$ cat config.mk
export PLATFORM = sky130hd
export DESIGN_NAME = mdu_iter
export DESIGN_NICKNAME = d
export VERILOG_FILES = /design/src/rtl/mdu_pkg.sv /design/src/rtl/mdu_signfix.sv /design/src/rtl/mdu_iter.sv
export SDC_FILE = /design/constraint.sdc
export NUM_CORES = 1
export LEC_CHECK = 0
export CAP_MARGIN = 20
export CORE_MARGIN = 2
export CORE_UTILIZATION = 40
export DETAILED_ROUTE_END_ITERATION = 7
export PLACE_DENSITY_LB_ADDON = 0.05
export RECOVER_POWER = 50
export SETUP_SLACK_MARGIN = 0.15
export SYNTH_ARGS = -nofsm -noshare
export SYNTH_HDL_FRONTEND = slang
export SYNTH_SLANG_ARGS = --single-unit
$ cat constraint.sdc
create_clock -name clk -period 4.7 [get_ports clk]
set_input_delay 0.705 -clock clk [delete_from_list [all_inputs] [get_ports clk]]
set_output_delay 0.705 -clock clk [all_outputs]
set_load 0.01 [all_outputs]
$ cat src/rtl/mdu_pkg.sv
// mdu_pkg: shared op encodings, FSM states and op decode helpers for the iterative MDU
package mdu_pkg;
   typedef enum logic [1:0] {MDU_UMULL = 2'b00, MDU_SMULL = 2'b01, MDU_UDIV = 2'b10, MDU_SDIV = 2'b11} op_t;
   typedef enum logic [1:0] {IDLE, CALC, FIX, DONE} state_t;
   function automatic logic is_signed(op_t o);
      return o[0];
   endfunction
   function automatic logic is_div(op_t o);
      return o[1];
   endfunction
endpackage

$ cat src/rtl/mdu_signfix.sv
// mdu_signfix: conditional two's-complement negate
module mdu_signfix #(
   parameter int W = 32
) (
   input  logic [W-1:0] x,
   input  logic         neg,
   output logic [W-1:0] y
);
   assign y = neg ? ~x + W'(1) : x;
endmodule

$ cat src/rtl/mdu_iter.sv
// mdu_iter: iterative shift-add multiply / restoring divide with start/busy/done handshake
module mdu_iter
   import mdu_pkg::*;
#(
   parameter int WIDTH = 32
) (
   input  logic             clk,
   input  logic             reset,
   input  logic             start,
   input  logic             kill,
   input  logic [1:0]       op,
   input  logic [WIDTH-1:0] a,
   input  logic [WIDTH-1:0] b,
   output logic             busy,
   output logic             done,
   output logic [WIDTH-1:0] res_lo,
   output logic [WIDTH-1:0] res_hi,
   output logic             div_zero,
   output logic [1:0]       flags
);
   localparam int CNTW = $clog2(WIDTH + 1);
   state_t st;
   op_t opr;
   logic [2*WIDTH-1:0] acc, nxt, p;
   logic [WIDTH-1:0] bq, ao, aa, ab, r, lo_f, hi_f;
   logic [CNTW-1:0] cnt;
   logic nq, nr, ge, bz, dv;
   logic [WIDTH:0] sum, rr;
   mdu_signfix #(.W(WIDTH)) u_absa (.x(a), .neg(op[0] & a[WIDTH-1]), .y(aa));
   mdu_signfix #(.W(WIDTH)) u_absb (.x(b), .neg(op[0] & b[WIDTH-1]), .y(ab));
   // low half of the negated accumulator doubles as the negated quotient
   mdu_signfix #(.W(2*WIDTH)) u_fixp (.x(acc), .neg(nq), .y(p));
   mdu_signfix #(.W(WIDTH)) u_fixr (.x(acc[2*WIDTH-1:WIDTH]), .neg(nr), .y(r));
   always_comb begin
      dv   = is_div(opr);
      bz   = bq == '0;
      sum  = {1'b0, acc[2*WIDTH-1:WIDTH]} + {1'b0, bq};
      rr   = {acc[2*WIDTH-1:WIDTH], acc[WIDTH-1]};
      ge   = rr >= {1'b0, bq};
      nxt  = dv ? {ge ? rr[WIDTH-1:0] - bq : rr[WIDTH-1:0], acc[WIDTH-2:0], ge}
                : acc[0] ? {sum, acc[WIDTH-1:1]} : {1'b0, acc[2*WIDTH-1:1]};
      lo_f = (dv && bz) ? '0 : p[WIDTH-1:0];
      hi_f = dv ? (bz ? ao : r) : p[2*WIDTH-1:WIDTH];
   end
   always_ff @(posedge clk) begin
      if (reset) begin
         st       <= IDLE;
         opr      <= MDU_UMULL;
         acc      <= '0;
         bq       <= '0;
         ao       <= '0;
         cnt      <= '0;
         nq       <= 1'b0;
         nr       <= 1'b0;
         busy     <= 1'b0;
         done     <= 1'b0;
         res_lo   <= '0;
         res_hi   <= '0;
         div_zero <= 1'b0;
         flags    <= 2'b00;
      end else begin
         done <= 1'b0;
         if (st == IDLE || st == DONE) begin
            if (start && !kill) begin
               opr  <= op_t'(op);
               acc  <= {{WIDTH{1'b0}}, aa};
               bq   <= ab;
               ao   <= a;
               nq   <= op[0] & (a[WIDTH-1] ^ b[WIDTH-1]);
               nr   <= op[0] & a[WIDTH-1];
               cnt  <= '0;
               st   <= CALC;
               busy <= 1'b1;
            end else
               st <= IDLE;
         end else if (kill) begin
            st   <= IDLE;
            busy <= 1'b0;
         end else if (st == CALC) begin
            acc <= nxt;
            cnt <= cnt + 1'b1;
            if (cnt == CNTW'(WIDTH - 1)) st <= FIX;
         end else begin
            res_lo   <= lo_f;
            res_hi   <= hi_f;
            div_zero <= dv & bz;
            flags    <= dv ? {lo_f[WIDTH-1], lo_f == '0} : {hi_f[WIDTH-1], {hi_f, lo_f} == '0};
            st       <= DONE;
            busy     <= 1'b0;
            done     <= 1'b1;
         end
      end
   end
endmodule

==> impl_metrics.toml <==
[timing]
finalMaxSlewViolations = 163
rsz0062_at_grt = "false"
fin_crit_ps = 4130
maxSlewHeadroom = -0.938
fmax_mhz = 242
finalHoldViolCount = 0
tns_ps = 0
fin_skew_ps = 13.6
final.setup.worst_slack_ps = 565
tightest_slew_ps = 2910
setup_viol = 0
period_share = 0.880

[synth]
synth_ff_type = "dfxtp_1"
yosysMostFrequentCell = "nand2_1"
synth_top_area_share = 0.252
ys_warn_count = 0
synth_area_leaders = "dfxtp_1 (25%), a21oi_1 (6.9%), nand2_1 (5.9%)"
synth_cell_types = 82
synth_edf_count = 0
synth_cells = 2264
postSynthAreaPerCell_um2 = 7.29
yosys.area.top_type = "dfxtp_1"
synth.net_count = 2407
synth_seq_cells = 208
netlist_area_um2 = 16500
async_flop_share = 0
ys_seq_area_frac = 0.252
ys_top_cells_by_count = "nand2_1 (259), nor2_1 (242), a21oi_1 (226)"

[clock_tree]
insertion_delay_ps = 570
cts_resized = 0
cts-root-buf = "clkbuf_16"
cts_setup_buffers = 0
cts_tree = "yes"
cts_buffer_depth = 3
cts.sinks = 208
cts_max_level = 1
postCtsHoldBufs = 0
cts-buffers-inserted = 26
path_clk_slew_ps = 70

[setup_path]
critPathLaunchType = "flop"
r2r-start = "st[0]"
crit_fanout = 66
crit_start = "st[0]"
crit_arrival_ps = 4440
slowest_stage = "clkbuf_1"
endpoint_kind = "flop"
slowest_delay_ps = 2060
critPathCapture = "acc[0]"
r2r-end = "acc[0]"
r2r_cells = 6
reg2reg_setup_slack_ps = 570
required_ps = 5000
cp_cell_sequence = "inv_1 -> ha_2 -> clkinv_1 -> o21ai_4 -> clkbuf_1 -> a221oi_1"
path_class = "flop to flop"

[cells_and_area]
final_util = 0.471
final_area_um2 = 19200
final_layout_size_suffix_gt1_frac = 0.0591
fillers = 4224
fin_cells = 2853
area_growth_pct = 16.4
nets = 2444

[route]
avgViaCountPerCell = 5.93
route.detailed.drc = 0
antenna_left = 0
wirelength_um = 62400
first_pass_iters = 6
post_drt_wl_per_cell_um = 21.9
first_iter_violations = 1359
via_count = 16918

[min_path]
hold_path_class = "flop to flop"

[status]
status = "finished, violations left"
violations = "capacitance limit, slew limit"

[global_route]
grt_pass1_vias = 15691
grt_use_total = 0.279
grt_pass1_wl_um = 95300
grt_max_degree = 96
antenna_found_initial = 0
overflow = 0

[power]
seqPwrFrac = 0.358
switching_power_mw = 1.79
vdd_drop_max_uv = 283
p_sw_frac = 0.329
static-leakage-power_nw = 7.56
power_frac_comb = 0.240
p_clk_frac = 0.403
pwr_density_cell_nw_per_um2 = 284
p_int_mw = 3.65

[floorplanning]
initial_core_util = 0.405
die_area_um2 = 42900
io_pins = 139
core_um2 = 40700
die_y_um = 207
num_rows = 74
fp.dieW_um = 207

[place]
hpwl_um = 47700
portBuffers = 138
dpl-instance-area_um2 = 18300
place_ws_ps = 731
dp_cells = 2805
place.gp.congestion = 0.936

[run]
maxCapViolations = 2
metrics by stage:
stage	hold WS (ps)	total power, mW
final	447	5.44
after global routing	468	5.66
after CTS	454	5.46
after detailed placement	446	3.27
after floorplan	433	2.81
after global placement	440	3.26
kinds of logic (layout without fill, tap and decap cells):
group,after synthesis,in the layout,share of synthesized area
flops,208,208,0.252
simple gates,799,799,0.228
compound gates,704,704,0.279
xor+xnor,191,191,0.101
buf+inv,248,304,0.0573
mux,41,41,0.0256
other cells,0,1,0
fa+ha+maj,73,73,0.0563
worst min-delay path by stage:
stage                      end  slack, ps  cells past startpoint  startpoint
finish              res_lo[14]        450                      2  res_lo[14]
global route         res_hi[6]        470                      2   res_hi[6]
CTS                 res_lo[14]        450                      2  res_lo[14]
detailed placement  res_lo[14]        450                      2  res_lo[14]
global placement    res_lo[14]        440                      2  res_lo[14]
floorplan               ao[11]        430                      2      ao[11]
flip-flops by register name (all words and copies together), names as in the netlist:
signal / flops
busy: 1
cnt: 6
bq: 32
flags: 2
nq: 1
ao: 32
st: 2
res_hi: 32
done: 1
opr: 1
res_lo: 32
nr: 1
acc: 64
div_zero: 1
cell usage in the layout (no fill, tap or decap), drive strengths merged, types with 36 or more instances in the layout:
master	instances
ha	71
o21ai	112
nand2	259
xor2	85
dlygate4sd3	69
inv	70
clkdlybuf4s50	68
xnor2	106
dfxtp	208
nor4	36
a211oi	106
nor2	242
a21oi	226
nor3	42
nor2b	49
buf	48
routing by layer:
layer | track usage | share of wire | up-vias
met5 | 0 | 0 | -
met4 | 0.0764 | 0.026 | 0
met3 | 0.0253 | 0.061 | 79
met2 | 0.445 | 0.44 | 560
met1 | 0.400 | 0.47 | 8010
li1 | - | - | 8269
area by class of cell:
cell class,count,area (um^2),share of cell area
multi-input combinational,1808,11400,0.595
sequential,208,4170,0.217
timing repair buffer,187,1750,0.0913
clock buffer,30,686,0.0357
tap,532,666,0.0347
inverter,70,263,0.0137
clock inverter,17,235,0.0123
antenna,1,2.50,0.000130
worst max-delay path, delay by kind of cell, from the launching register on:
family,cells,cell delay [ps]
buf+inv,3,2460
compound gates,2,710
flops,1,360
fa+ha+maj,1,320
power groups by stage:
stage | Sequential (mW) | Clock (mW) | Combinational, mW
after floorplan | 1.91 | 0 | 0.900
after global placement | 1.98 | 0 | 1.28
after detailed placement | 1.98 | 0 | 1.28
after CTS | 1.95 | 2.23 | 1.29
after global routing | 1.96 | 2.28 | 1.42
final | 1.95 | 2.19 | 1.30
Note: power is estimated with default switching activity, not from simulation.
